## config.mk

```make
export PLATFORM = sky130hd
export DESIGN_NAME = matmul_mem_master
export DESIGN_NICKNAME = d
export VERILOG_FILES = /design/src/rtl/matmul_pkg.sv /design/src/rtl/matmul_addr_gen.sv /design/src/rtl/matmul_mem_master.sv
export SDC_FILE = /design/constraint.sdc
export NUM_CORES = 1
export LEC_CHECK = 0
export CAP_MARGIN = 20
export CORE_UTILIZATION = 35
export DETAILED_ROUTE_END_ITERATION = 7
export SKIP_LAST_GASP = 1
export SYNTH_ARGS = -nofsm -noshare
export SYNTH_HDL_FRONTEND = slang
export SYNTH_HIERARCHICAL = 1
export SYNTH_SLANG_ARGS = --single-unit
```

## constraint.sdc

```tcl
create_clock -name clk -period 5.7 [get_ports clk]
set_clock_uncertainty 0.15 [all_clocks]
set_input_delay 0.57 -clock clk [delete_from_list [all_inputs] [get_ports clk]]
set_output_delay 0.57 -clock clk [all_outputs]
set_load 0.02 [all_outputs]
```

## src/rtl/matmul_pkg.sv

```systemverilog
// Shared widths, default base addresses and FSM encoding for the matrix-multiply
// memory master.
package matmul_pkg;

    localparam int DATA_W = 16;
    localparam int ADDR_W = 16;
    localparam int ACC_W  = 32;
    // Wide enough for indices 0..14 (N up to 15).
    localparam int CNT_W  = 4;

    typedef logic [DATA_W-1:0] data_t;
    typedef logic [ADDR_W-1:0] addr_t;
    typedef logic [ACC_W-1:0]  acc_t;
    typedef logic [CNT_W-1:0]  cnt_t;

    localparam addr_t DEF_A_BASE = 16'd0;
    localparam addr_t DEF_B_BASE = 16'd9;
    localparam addr_t DEF_C_BASE = 16'd18;

    typedef enum logic [2:0] {
        IDLE = 3'd0,
        RD_A = 3'd1,
        RD_B = 3'd2,
        WR   = 3'd3,
        DONE = 3'd4
    } state_t;

endpackage

```

## src/rtl/matmul_addr_gen.sv

```systemverilog
// Combinational word-address generator for row-major A[i][k], B[k][j] and C[i][j].
module matmul_addr_gen
    import matmul_pkg::*;
#(
    parameter int    N      = 3,
    parameter addr_t A_BASE = DEF_A_BASE,
    parameter addr_t B_BASE = DEF_B_BASE,
    parameter addr_t C_BASE = DEF_C_BASE
) (
    input  cnt_t  i,
    input  cnt_t  j,
    input  cnt_t  k,
    output addr_t a_addr,
    output addr_t b_addr,
    output addr_t c_addr
);

    localparam addr_t N_W = addr_t'(N);

    // All sums are 16-bit and wrap naturally modulo 2^16.
    assign a_addr = A_BASE + addr_t'(i) * N_W + addr_t'(k);
    assign b_addr = B_BASE + addr_t'(k) * N_W + addr_t'(j);
    assign c_addr = C_BASE + addr_t'(i) * N_W + addr_t'(j);

endmodule

```

## src/rtl/matmul_mem_master.sv

```systemverilog
// Matrix-multiply offload engine: reads A and B from data memory one word per
// cycle, accumulates each dot product and writes C back, all Moore-decoded.
module matmul_mem_master
    import matmul_pkg::*;
#(
    parameter int    N      = 3,
    parameter addr_t A_BASE = DEF_A_BASE,
    parameter addr_t B_BASE = DEF_B_BASE,
    parameter addr_t C_BASE = DEF_C_BASE
) (
    input  logic  clk,
    input  logic  reset_n,
    input  logic  start,
    input  logic  abort,
    output addr_t address,
    output data_t write_data,
    output logic  write_enable,
    output logic  read_enable,
    input  data_t read_data,
    output logic  busy,
    output logic  done
);

    localparam cnt_t LAST = cnt_t'(N - 1);

    state_t state, next_state;
    cnt_t   i, j, k;
    data_t  a_reg;
    acc_t   acc;
    addr_t  a_addr, b_addr, c_addr;

    matmul_addr_gen #(
        .N      (N),
        .A_BASE (A_BASE),
        .B_BASE (B_BASE),
        .C_BASE (C_BASE)
    ) u_addr_gen (
        .i      (i),
        .j      (j),
        .k      (k),
        .a_addr (a_addr),
        .b_addr (b_addr),
        .c_addr (c_addr)
    );

    // NOTE: every register here uses <= so all updates see pre-edge values;
    // a_reg and acc are plain registers, so resetting them costs nothing and
    // keeps post-reset state fully defined.
    always_ff @(posedge clk or negedge reset_n) begin
        if (!reset_n) begin
            state <= IDLE;
            i     <= '0;
            j     <= '0;
            k     <= '0;
            a_reg <= '0;
            acc   <= '0;
        end else begin
            state <= next_state;
            unique case (state)
                IDLE: begin
                    if (start && !abort) begin
                        i   <= '0;
                        j   <= '0;
                        k   <= '0;
                        acc <= '0;
                    end
                end
                RD_A: a_reg <= read_data;
                RD_B: begin
                    // 16x16 product fits 32 bits; the running sum wraps mod 2^32.
                    acc <= acc + acc_t'(a_reg) * acc_t'(read_data);
                    if (k != LAST) begin
                        k <= k + 1'b1;
                    end
                end
                WR: begin
                    acc <= '0;
                    k   <= '0;
                    if (j == LAST) begin
                        j <= '0;
                        i <= (i == LAST) ? '0 : i + 1'b1;
                    end else begin
                        j <= j + 1'b1;
                    end
                end
                default: ;
            endcase
        end
    end

    // NOTE: defaults first so no path through the case leaves a signal unassigned
    // (which would infer a latch).
    always_comb begin
        next_state = state;
        unique case (state)
            IDLE:    if (start && !abort) next_state = RD_A;
            RD_A:    next_state = RD_B;
            RD_B:    next_state = (k == LAST) ? WR : RD_A;
            WR:      next_state = (i == LAST && j == LAST) ? DONE : RD_A;
            DONE:    next_state = IDLE;
            default: next_state = IDLE;
        endcase
        if (abort && state != IDLE) begin
            next_state = IDLE;
        end
    end

    // Strobes come straight from state, so an abort during WR still writes.
    always_comb begin
        address      = '0;
        write_data   = '0;
        write_enable = 1'b0;
        read_enable  = 1'b0;
        done         = 1'b0;
        unique case (state)
            RD_A: begin
                read_enable = 1'b1;
                address     = a_addr;
            end
            RD_B: begin
                read_enable = 1'b1;
                address     = b_addr;
            end
            WR: begin
                write_enable = 1'b1;
                address      = c_addr;
                write_data   = acc[DATA_W-1:0];
            end
            DONE:    done = 1'b1;
            default: ;
        endcase
    end

    assign busy = (state == RD_A) || (state == RD_B) || (state == WR);

endmodule

```

Word level (Yosys, flattened, before mapping):

Index checks and enable logic that the tools add are counted.

* bits in read-only memories: 0
* memories: 0
* input port bits: 20
* register bits after elaboration: 63
* bits in latches: 0
* word-level logic and storage cells: 65
* bits in writable memories: 0

* muxes and demuxes: 20
* magnitude comparators: 0
* bitwise operators: 0
* reduce and logical (&&, ||, !) cells: 15
* multipliers: 3
* add/sub/neg operators: 9
* equal/unequal tests: 12
* shift-type cells: 0
* divide/modulo/power cells: 0

Operator list (count)
* one-hot mux 32 bit (3 select lines): 1
* one-hot mux 16 bit (3 select lines): 1
* adder 16 x 4 -> 16 bit: 2
* adder 32 bit: 1
* multiplier 16 x 16 -> 32 bit: 1
* 2-to-1 mux 32 bit: 1
* 2-to-1 mux 4 bit: 5
* 2-to-1 mux 16 bit: 1
* one-hot mux 4 bit (2 select lines): 2
* adder 4 x 1 -> 4 bit, second input constant: 3
* equality test 4 x 2 -> 1 bit, second input constant: 3
* multiplier 4 x 2 -> 6 bit, second input constant: 2
* one-hot mux 3 bit (4 select lines): 1
* one-hot mux 4 bit (3 select lines): 1
* 2-to-1 mux 3 bit: 3
* adder 4 x 6 -> 7 bit, first input constant: 1
* adder 5 x 6 -> 7 bit, first input constant: 1
* adder 6 x 4 -> 7 bit: 1
* equality test 3 x 2 -> 1 bit, second input constant: 2
* != test 2 bit, second input constant: 3
* AND reduction 3 bit: 2
* nonzero test 3 bit: 2
* != test 4 x 2 -> 1 bit, second input constant: 1
* AND reduction 2 bit: 2
* other kinds (11): 16

Longest topological paths before layout:

* depth after elaboration: 5
* mapped depth: 21
* gate-level depth less buffers: 20

Hierarchy:

Netlist, hierarchy kept.

By module, submodules not included
* matmul_mem_master: times used 1, area each 6860.3 um2, cells an instance 783, sequential area each 1176.1 um2
* matmul_addr_gen: times used 1, area each 1031.0 um2, cells an instance 119, sequential area each 0.0 um2

Worst setup path before layout:

No wires, ideal clock.

* kind: input port to flip-flop
* from: input read_data[6]
* to: register acc[15]
* slack: 0.086 ns
* arrival time: 5.343 ns
* stages: 19
* library setup time: 0.121 ns
* cells stage by stage: clkbuf_1 > and2_1 > fa_1 > inv_1 > fa_1 > fa_1 > fa_1 > inv_1 > fa_1 > inv_1 > fa_1 > inv_1 > ha_1 > a21oi_1 > o21ai_1 > a21o_1 > a31oi_2 > xnor2_1 > a22o_1

* cells in the longest elaborated chain, start to end: 3

Ends and longest elaborated chain
* start: declaration: line matmul_mem_master.sv:19 `input data_t read_data,`
* multiplier 16 x 16 -> 32 bit: line matmul_mem_master.sv:71 `acc <= acc + acc_t'(a_reg) * acc_t'(read_data);`
* adder 32 bit: line matmul_mem_master.sv:71
* one-hot mux 32 bit (3 select lines): line matmul_mem_master.sv:59 `unique case (state)`
* end signal: assignment: line matmul_mem_master.sv:71
* end: declaration: line matmul_mem_master.sv:29 `acc_t acc;`

No other way between the ends.
A chain may end at the register's enable or synchronous reset.

Worst setup path after layout:

Ends and elaborated chain as after synthesis.

==> flow_summary.ini <==
[die]
die_w_um = 152.2
boundaryPins = 56
fp-row-count = 54
start_util_pct = 35.94
core-area_um2 = 21960
die_area_um2 = 23150
die_h_um = 152.2

[drt]
via_per_inst = 4.669
dr_total_vias = 5888
firstDrtPassIters = 6
wl_mm = 19.33
route.detailed.drc = 3
drt_iter0_drc = 276
postRouteAntennaNets = 0
wl_per_cell_um = 15.33

[cts]
cts_buffers = 5
clock-root-buffer = clkbuf_16
htreeDepth = 2
clock_sinks = 47
cts_tree = built
clock_latency_ns = 0.31
path_clk_slew_ns = 0.08
clock_path_buffers = 2

[synthesis]
post_synth_num_cell_types = 44
synth_common_cells = 187 x inv_1, 108 x nand2_1, 101 x fa_1
synth_edf_count = 0
postSynthCellCount = 902
yosysTopAreaCell = fa_1
yosys-top-cells-area = fa_1 26%, dfrtp_1 15%, ha_1 13%, inv_1 8.9%, nand2_1 5.1%
ys_seq_elements = 47
syn-cell-area_um2 = 7891
yosysWarnings = 6
netlist.area_leader.share_pct = 25.62
synth-main-ff-cell = dfrtp_1
yosysMostFrequentCell = inv_1
postSynthAreaPerCell_um2 = 8.749
synth-async-reset-ratio_pct = 100.0
ys_seq_area_share_pct = 14.90

[global_route]
grt_util_all_layers_pct = 17.57
grt_max_degree = 48
gr-total-overflow = 0
first_global_vias = 6048
grt_pass1_wl_mm = 31.96
grt_antenna_before_repair = 0

[timing]
fmax_ghz = 0.1820
worst_pin_slew_ns = 0.8621
hold_viol = 0
min_period_ns = 5.494
slew_violations = 0
rsz0062_at_grt = no
relSlewSlack_pct = 42.53
setup_viol = 0
fin_crit_sh_pct = 96.38

[final_layout]
stdcell_count = 1261
area_growth_pct = 15.36
diodes = 0
multi_input_area_um2 = 5819
nFillCells = 2194
nNetsFinal = 1182
drive_gt1_share_pct = 12.03
seqCellArea_um2 = 1176

[run]
drv_cap = 0

[worst_setup_path]
reg2reg_setup_slack_ns = 0.31
worst_ep_required_time_ns = 5.75
cp-end-kind = flip-flop
r2r-end = acc[15]
arrival_ns = 5.55
r2r-start = a_reg[8]
setup.worst_path.class = primary input to flip-flop
worstPathMaxFanout = 4
reg2reg_depth = 18
start_kind = primary input

[min_path]
hold_class = primary input to async pin

[outcome]
violations = DRC
outcome = finished, violations left

[place]
port_buffers = 46
dpl.hpwl_mm = 15.56
dp.cells = 1247
place_congestion = 0.8630
-- layout by cell type (no fill, tap or decap), drive strengths merged, types with 30 or more instances in the layout --
cell type        n
nand2          109
o21ai           30
fa             101
ha              81
xnor2           42
dfrtp           47
and2            60
mux2            32
nor2            38
inv            190
clkdlybuf4s50   38
buf             59
-- what timing repair did --
action | 4_1_cts | 5_1_grt
hold buffers | 0 | 0
buffers inserted | 0 | 5
gates cloned | 0 | 1
pin swaps | 0 | 5
gates resized for setup | 4 | 18
endpoints found under the setup margin | 2 | 3
-- metal layers --
metal	part of all wire [%]	track usage, %	vias up
met2	48	29.36	113
met4	2.1	4.568	0
li1	-	-	2861
met1	46	23.36	2889
met5	0	0	-
met3	4.3	3.214	25
-- area by class of cell --
type / count / area share (%)
tap: 280 / 3.848
multi-input combinational: 634 / 63.92
clock inverter: 3 / 0.3161
sequential: 47 / 12.92
timing repair buffer: 104 / 9.868
inverter: 188 / 7.752
clock buffer: 5 / 1.374
-- critical path: stages --
cell and delay (ns):
dlygate4sd2_1 0.29, buf_4 0.17, and2_1 0.17, fa_1 0.54, inv_1 0.06, fa_1 0.53, inv_1 0.04, ha_1 0.21
fa_1 0.49, fa_1 0.49, inv_1 0.05, fa_1 0.52, inv_1 0.04, ha_1 0.20, or3_4 0.37, a21oi_2 0.11
o21ai_1 0.08, a21o_1 0.21, a31oi_2 0.14, xnor2_1 0.09, a22o_1 0.17
-- per-stage QoR --
| stage | utilization, % | TNS (ns) | hold WS (ns) | setup WS [ns] | cell area, um2 |
|---|---|---|---|---|---|
| after floorplan | - | 0 | 0.1244 | 0.08642 | 7989 |
| after global placement | 40.32 | -1.029 | 0.3103 | -0.3828 | 8853 |
| after detailed placement | 40.32 | -1.372 | 0.3208 | -0.4581 | 8853 |
| after CTS | 41.00 | 0 | 0.2442 | 0.01876 | 9002 |
| after global routing | 41.46 | 0 | 0.2729 | 0.001903 | 9104 |
| final | 41.46 | 0 | 0.2084 | 0.2064 | 9104 |
-- cell families (layout without fill, tap and decap cells) --
kind of cell             after synthesis  in the layout  synth area share (%)
flip-flops                            47             47                 14.90
other                                  1             27               0.04752
adder cells (fa/ha/maj)              182            182                 38.47
AO/OA/AOI/OAI                         97             97                 7.960
multiplexers                          33             33                 4.693
buffers and inverters                247            300                 13.14
XOR/XNOR                              56             56                 6.548
AND/OR/NAND/NOR                      239            239                 14.24
-- how the worst max path moves through the flow --
| stage | start | endpoint | slack (ns) | cells past startpoint |
|---|---|---|---|---|
| 2_1_floorplan | read_data[6] | acc[15] | 0.09 | 19 |
| 3_3_place_gp | read_data[4] | acc[15] | -0.38 | 19 |
| 3_5_place_dp | read_data[4] | acc[15] | -0.46 | 19 |
| 4_1_cts | read_data[3] | acc[15] | 0.02 | 21 |
| 5_1_grt | read_data[8] | acc[15] | 0.002 | 21 |
| 6_report | read_data[6] | acc[15] | 0.21 | 21 |
Power is not shown: default switching activity piles up to over one toggle a cycle in this logic, so the estimate is an artifact.
